===== src/rtl/seg_disp_arbiter.sv =====
// Round-robin arbiter sharing one seg7x16 display among three requesters.
// A blank gap is inserted between owners, and a hold limit applies only while another requester waits.
//
// state | meaning
// ------+------------------------------------------------------------
// IDLE  | no owner; display blanked and waiting for any request
// BUSY  | one requester owns the display; its word is passed through
// GAP   | GAP_CYC blank cycles between owners; requests not sampled
module seg_disp_arbiter #(
  parameter int MAX_HOLD = 200000000,
  parameter int GAP_CYC  = 16
) (
  input  logic        clk,
  input  logic        rst,
  input  logic [2:0]  req,
  input  logic [63:0] data0,
  input  logic [63:0] data1,
  input  logic [63:0] data2,
  input  logic [2:0]  mode,
  output logic [2:0]  gnt,
  output logic [63:0] disp_data,
  output logic        disp_mode,
  output logic [1:0]  owner_id,
  output logic        busy
);

  localparam logic [1:0] ST_IDLE = 2'd0;
  localparam logic [1:0] ST_BUSY = 2'd1;
  localparam logic [1:0] ST_GAP  = 2'd2;

  localparam logic [31:0] HOLD_LAST = 32'(MAX_HOLD - 1);
  localparam logic [31:0] GAP_LAST  = 32'(GAP_CYC - 1);
  localparam logic [63:0] BLANK     = 64'hFFFF_FFFF_FFFF_FFFF;
  localparam logic [1:0]  NO_OWNER  = 2'd3;

  logic [1:0]  state;
  logic [31:0] hold_cnt;
  logic [31:0] gap_cnt;
  logic [1:0]  last;

  logic [1:0]  nxt1;
  logic [1:0]  nxt2;
  logic [1:0]  win;
  logic [2:0]  win_oh;
  logic        owner_req;
  logic        other_req;
  logic        start_busy;
  logic        leave_busy;
  logic [63:0] owner_data;
  logic        owner_mode;

  // Search order last+1, last+2, last; last+2 mod 3 equals last-1.
  always_comb begin
    nxt1 = (last == 2'd2) ? 2'd0 : last + 2'd1;
    nxt2 = (last == 2'd0) ? 2'd2 : last - 2'd1;
    if (req[nxt1])      win = nxt1;
    else if (req[nxt2]) win = nxt2;
    else                win = last;
    win_oh = 3'b001 << win;
  end

  // gnt is one-hot of the owner while BUSY, so it masks the owner's bits.
  always_comb begin
    owner_req  = |(req & gnt);
    other_req  = |(req & ~gnt);
    owner_mode = |(mode & gnt);
    case (owner_id)
      2'd0:    owner_data = data0;
      2'd1:    owner_data = data1;
      default: owner_data = data2;
    endcase
  end

  always_comb begin
    start_busy = (|req) && ((state == ST_IDLE) ||
                            (state == ST_GAP && gap_cnt == 32'd0));
    leave_busy = (state == ST_BUSY) &&
                 (!owner_req || (hold_cnt == HOLD_LAST && other_req));
  end

  always_ff @(posedge clk) begin
    if (rst) begin
      state     <= ST_IDLE;
      gnt       <= 3'b000;
      disp_data <= BLANK;
      disp_mode <= 1'b1;
      owner_id  <= NO_OWNER;
      busy      <= 1'b0;
      hold_cnt  <= 32'd0;
      gap_cnt   <= 32'd0;
      last      <= 2'd2;
    end else if (start_busy) begin
      state    <= ST_BUSY;
      gnt      <= win_oh;
      owner_id <= win;
      last     <= win;
      busy     <= 1'b1;
      hold_cnt <= 32'd0;
    end else if (leave_busy) begin
      state     <= ST_GAP;
      gnt       <= 3'b000;
      disp_data <= BLANK;
      disp_mode <= 1'b1;
      owner_id  <= NO_OWNER;
      busy      <= 1'b0;
      gap_cnt   <= GAP_LAST;
    end else if (state == ST_BUSY) begin
      disp_data <= owner_data;
      disp_mode <= owner_mode;
      // Saturate so an uncontested owner keeps the display indefinitely.
      if (hold_cnt != HOLD_LAST) hold_cnt <= hold_cnt + 32'd1;
    end else if (state == ST_GAP) begin
      if (gap_cnt == 32'd0) state <= ST_IDLE;
      else                  gap_cnt <= gap_cnt - 32'd1;
    end else begin
      state <= ST_IDLE;
    end
  end

endmodule


===== config.mk =====
export PLATFORM = sky130hd
export DESIGN_NAME = seg_disp_arbiter
export DESIGN_NICKNAME = d
export VERILOG_FILES = /design/src/rtl/seg_disp_arbiter.sv
export SDC_FILE = /design/constraint.sdc
export NUM_CORES = 1
export LEC_CHECK = 0
export CAP_MARGIN = 20
export CORE_MARGIN = 3
export CORE_UTILIZATION = 45
export CTS_BUF_LIST = sky130_fd_sc_hd__clkbuf_2 sky130_fd_sc_hd__clkbuf_4 sky130_fd_sc_hd__clkbuf_8
export DETAILED_ROUTE_END_ITERATION = 7
export GPL_TIMING_DRIVEN = 0
export PLACE_DENSITY = 0.81
export SLEW_MARGIN = 20
export SYNTH_ARGS = -nofsm -noshare
export SYNTH_HDL_FRONTEND = slang
export SYNTH_SLANG_ARGS = --single-unit
export TNS_END_PERCENT = 30

===== constraint.sdc =====
create_clock -name clk -period 4.2 [get_ports clk]
set_clock_uncertainty 0.1 [all_clocks]
set_input_delay 0.42 -clock clk [delete_from_list [all_inputs] [get_ports clk]]
set_output_delay 0.42 -clock clk [all_outputs]
set_load 0.05 [all_outputs]

Word level (Yosys, flattened, before mapping)
Index checks and enable logic that the tools add are counted.

word-level totals
  flip-flop bits (word level) = 139
  bits of input ports = 200
  output and inout port bits = 71

cells by class
  add/subtract/negate cells = 4
  order comparisons = 2
  equal/unequal tests = 11
  shift-type cells = 1
  mux-type cells = 28
  bitwise logic cells = 6
  reductions and logical operators = 24

operator list
  operator                 count
  $mux W32                 4
  $mux W64                 2
  $pmux W64 S2             1
  $add A32 B1 Y32 const B  1
  $eq A32 B28 Y1 const B   1
  $logic_not A32 Y1        1
  $ne A32 B28 Y1 const B   1
  $sub A32 B1 Y32 const B  1
  $mux W2                  10
  $reduce_or A3 Y1         4
  $and A3 B3 Y3            3
  $mux W1                  7
  $logic_not A2 Y1         3
  $lt A2 B3 Y1 const B     2
  $mux W3                  2
  $reduce_and A2 Y1        3
  $reduce_bool A2 Y1       3
  $bmux W1 S2              2
  $eq A2 B1 Y1 const B     2
  $eq A2 B2 Y1 const B     2
  $logic_and A1 B1 Y1      4
  $ne A2 B2 Y1 const B     2
  $ne A4 B3 Y1 const B     1
  $reduce_and A4 Y1        1
  other kinds (11)         13

Depth between registers and ports, before layout
  depth after elaboration = 8
  mapped depth = 10

Worst setup path before layout
No wires, ideal clock.

  path type = flip-flop to flip-flop
  start point = reg gap_cnt[4]
  end point = reg gap_cnt[10]
  setup time = 135 ps
  arrival time = 2497 ps
  required time = 3965 ps
  path slack = 1468 ps
  stages on the path, launching flop included = 9
  cells stage by stage = dfxtp_1 -> or4_4 -> or2_1 -> buf_2 -> o41a_1 -> a211oi_4 -> clkbuf_1 -> or4b_2 -> a21oi_1

on the way
  cells in the longest elaborated chain, start to end = 6
  elaborated cells between the ends (all ways) = 12
  classes of those cells = 1 x add/sub; 1 x eq/ne; 4 x mux; 1 x bitwise; 5 x reduce/logical

RTL lines
  element                                                  line  text
  start, declared                                          38    logic [31:0] gap_cnt;
  start signal, assigned                                   114   else gap_cnt <= gap_cnt - 32'd1;
  branches (longest 6 deep; another with $sub A32 B1 Y32)  n/a

Several ways; the timed one is not identified. The select of a mux whose other input is x is not followed.
A chain may end at the register's enable or synchronous reset.

Final worst setup path
  start point = reg gap_cnt[0]
  end point = reg hold_cnt[5]

on the way
  cells in the longest elaborated chain, start to end = 5

RTL lines
  element                            line  text
  $logic_not A32 Y1                  76    (state == ST_GAP && gap_cnt == 32'd0));
  $logic_and A1 B1 Y1                76
  $logic_or A1 B1 Y1                 75    start_busy = (|req) && ((state == ST_IDLE) ||
  $logic_and A1 B1 Y1                75
  $reduce_or A2 Y1 (no source line)  n/a
  end signal, assigned               111   if (hold_cnt != HOLD_LAST) hold_cnt <= hold_cnt + 32'd1;
  end, declared                      37    logic [31:0] hold_cnt;

No other way between the ends.

==> results.md <==
Place:
- Routability-driven placement finished with a final weighted congestion of 0.892.
- The count of buffers inserted at the top-level ports is 270.
- The post-detailed-placement half-perimeter wirelength is 19.8 mm.
- The standard cell area after detailed placement is slightly above 10000 µm².
- The number of placed instances, taps included, is 1375.

Floorplanning:
- The floorplan step set the die height to about 130 µm.
- The core region is 15500 µm².
- The die covers approximately 18000 µm².
- The I/O pin count is 271.
- The floorplan row count is 45.
- The effective utilization at floorplan is 0.469.
- The overall die width is roughly 130 µm.

Logic synthesis:
- In the synthesized netlist the dominant register cell turns out to be sky130_fd_sc_hd__dfxtp_1.
- After technology mapping, the gate count stands at a little under 900.
- By area the synthesized netlist is led by sky130_fd_sc_hd__dfxtp_1 (38%), sky130_fd_sc_hd__mux2i_1 (9.0%), sky130_fd_sc_hd__nor2_1 (8.1%), sky130_fd_sc_hd__a211oi_1 (6.2%), sky130_fd_sc_hd__o21ai_0 (5.4%).
- The synthesized design spends more area on one cell type than any other, namely sky130_fd_sc_hd__dfxtp_1.
- For this run, the number of Yosys warnings is 0.
- In this run, distinct cell masters in the synthesized netlist total 55.
- The share of synthesized area occupied by flip-flops and latches is 0.383.
- The mapped netlist covers 7270 µm².
- The average cell area after synthesis is between 8 and 9 µm².
- The net count of the mapped netlist is about 1100.
- The fraction of registers with async set or reset after synthesis is 0.
- The number of enable-type register cells in the synthesized netlist is 0.
- The area fraction of the dominant cell type after synthesis is 0.383.
- The flip-flop and latch count after synthesis is 139.

Cells and area:
- The number of antenna repair diodes is 0.
- Leaving out fill and tap cells, the most frequent cell in the layout is sky130_fd_sc_hd__clkdlybuf4s50_1.
- In the layout the commonest cells are sky130_fd_sc_hd__clkdlybuf4s50_1 (270), sky130_fd_sc_hd__nor2_1 (156), sky130_fd_sc_hd__dfxtp_1 (139), sky130_fd_sc_hd__o21ai_0 (79), sky130_fd_sc_hd__mux2i_1 (65).
- Relative to the synthesized area, the layout overhead comes to 47.1%.
- The cell area after layout is ~11000 µm².
- Of the cells placed in the final design, the portion with a size suffix greater than 1 is 0.0477.
- The count of nets after finishing is 1388.
- The count of cells in the finished layout, fillers not included, comes to between 1000 and 1500.

Flow run:
- Max-cap violations in this run came to 0.

Clock network:
- Clock latency on the worst-skew pair, taken at its later pin, is 0.45 ns.
- In this run, post-CTS hold repair placed 0 buffers.
- After clock tree synthesis, the setup repair step added 0 buffers.
- The H-tree was split into 4 levels.
- The tree is rooted in a sky130_fd_sc_hd__clkbuf_8.
- The clock tree from TritonCTS is built.
- The number of buffers inserted during clock tree synthesis is 17.
- The number of instances resized during post-cts repair is 0.
- The clock passes through at most 2 buffers.
- The number of sinks driven by the clock tree is roughly 140.
- After clock tree synthesis, the clock-pin slew on the worst setup and hold paths is 0.08 ns.

Timing:
- Final hold analysis gives a worst-case slack of 0.353 ns.
- Setup violations remaining at the end of the flow were counted as 0.
- The count of endpoints failing hold in the final timing report is 0.
- Measured against its own limit, the worst slew margin works out to 0.454.
- The maximum achievable frequency is 0.322 GHz.
- For the pin with the worst max-slew slack, the measured transition is 0.816 ns.
- Setup repair after global routing left no endpoint under its margin.
- The clock period minus worst slack is 3.11 ns.
- Of the available clock period, the critical path in the final layout requires 0.740.
- The max-slew violation count is 0.
- The total negative setup slack is 0 ns.

Power:
- Total power for the finished layout comes to ~6.1 mW.
- The internal power of the cells totals 3.45 mW.
- The worst-case IR drop observed on VDD is about 300 µV.
- The relative contribution of sequential cells to total power is 0.282.
- In this run the static leakage power is ~4.0 nW.
- In this run the power density over the cells is 571 nW/µm².
- The clock share of power is 0.199.
- The combinational group share of total power is 0.519.
- The net load switching power is ~2.7 mW.
- The switching power as a share of total power is 0.435.

Critical path:
- The worst setup path is captured at a flip-flop.
- The worst setup path is launched from a flip-flop.
- The critical path in this run is classified as reg -> reg.
- Of all nets on the critical path, the largest fanout is 10.
- Traced cell by cell, the critical path runs through inv_1 -> ha_1 -> or3b_1 -> or3_1 -> o41ai_4 -> a21o_1 -> buf_1 -> nor2_1.
- For the worst setup path, the data arrival time is 3.33 ns.
- The flop-to-flop setup slack is 1.09 ns.
- On the worst path, the slowest cell contributes a delay of 0.62 ns.
- STA puts the critical path data required time at 4.42 ns.
- For this design, the slowest cell found on the critical path is sky130_fd_sc_hd__o41ai_4.

Status:
- The run finished with clean final reports.

Drt:
- The detail route stage leaves a number of antenna-violating nets equal to 0.
- In the final routed layout, each cell accounts on average for roughly 18 µm.
- The number of DRC violations after detailed routing is 0.
- The number of vias in the routed layout is 7789.
- The via density per instance is around 5.5.
- The first detailed-routing pass ran for 5 iterations.
- The aggregate routed wire length is 25.5 mm.
- In this run, the number of DRC markers left after iteration 0 of detailed routing was roughly 530.

Worst hold path:
- The path class of the lowest-slack min-delay path is reg -> reg.

Global route:
- The via count of the first global-routing pass is 7481.
- The initial antenna violation count is 0.
- For this run, the total global-route usage over all layers was measured as 0.283.
- The wire length of the first global-routing pass is 40.2 mm.
- The total global routing overflow is 0.
- Entering global routing, the biggest net connects 17 pins.
-- Yosys cell counts (all sizes together), types with 16 or more instances --
cell type / n
dfxtp: 139
xor2: 16
mux2i: 65
or4: 22
nand3: 27
or3: 39
clkbuf: 52
a21oi: 45
nor2: 156
o21ai: 88
a211oi: 61
nand2: 37
-- sequential cells by signal (all words and copies together), names as in the netlist --
signal     count
busy           1
disp_data     64
disp_mode      1
gap_cnt       32
gnt            3
hold_cnt      32
last           2
owner_id       2
state          2
-- metal layers --
| metal | GRT usage | share of wire | vias to the layer above |
|---|---|---|---|
| li1 | - | - | 3828 |
| met1 | 0.358 | 0.42 | 3632 |
| met2 | 0.478 | 0.49 | 303 |
| met5 | 0 | 0 | - |
| met3 | 0.0817 | 0.079 | 26 |
| met4 | 0.0629 | 0.013 | 0 |
-- area by class of cell --
| type | instances | area (µm²) |
|---|---|---|
| clock inverter | 6 | 105 |
| sequential | 139 | 2780 |
| buffer | 64 | 273 |
| multi-input combinational | 680 | 4170 |
| fill | 1281 | 4800 |
| timing repair buffer | 270 | 2700 |
| tap | 211 | 264 |
| clock buffer | 26 | 345 |
| inverter | 11 | 41.3 |
-- power by group through the flow --
| stage | combinational (mW) | clock [mW] | sequential [mW] |
|---|---|---|---|
| detailed placement | 3.13 | 0 | 1.74 |
| finish | 3.17 | 1.22 | 1.72 |
| CTS | 3.14 | 1.22 | 1.71 |
| global route | 3.42 | 1.28 | 1.75 |
| global placement | 3.09 | 0 | 1.73 |
| floorplan | 1.74 | 0 | 2.14 |
-- critical path, delay by kind of cell (launching register included) --
| kind | cells | cell delay (ns) |
|---|---|---|
| buffers and inverters | 2 | 0.55 |
| DFF | 1 | 0.31 |
| AOI/OAI and AO/OA | 2 | 0.91 |
| and+or+nand+nor | 3 | 0.92 |
| adders and majority gates | 1 | 0.19 |
-- path summary, 6_finish.rpt --
path	startpoint	end	cells past startpoint
max reg2reg	gap_cnt[0]	hold_cnt[5]	8
min reg2reg	busy	busy	2
min	busy	busy	2
max	gap_cnt[0]	hold_cnt[5]	8
-- cell families after synthesis --
family	synth area share
buf+inv	0.0432
flops	0.383
compound gates	0.199
fa+ha+maj	0.00861
xor+xnor	0.0253
mux	0.0988
simple gates	0.242
-- metrics by stage --
stage | util | setup slack, ns
floorplan | - | 1.47
global placement | 0.661 | 0.909
detailed placement | 0.661 | 0.997
CTS | 0.690 | 1.09
global route | 0.690 | 0.882
finish | 0.690 | 1.09
Power figures use the tool's default switching activity.
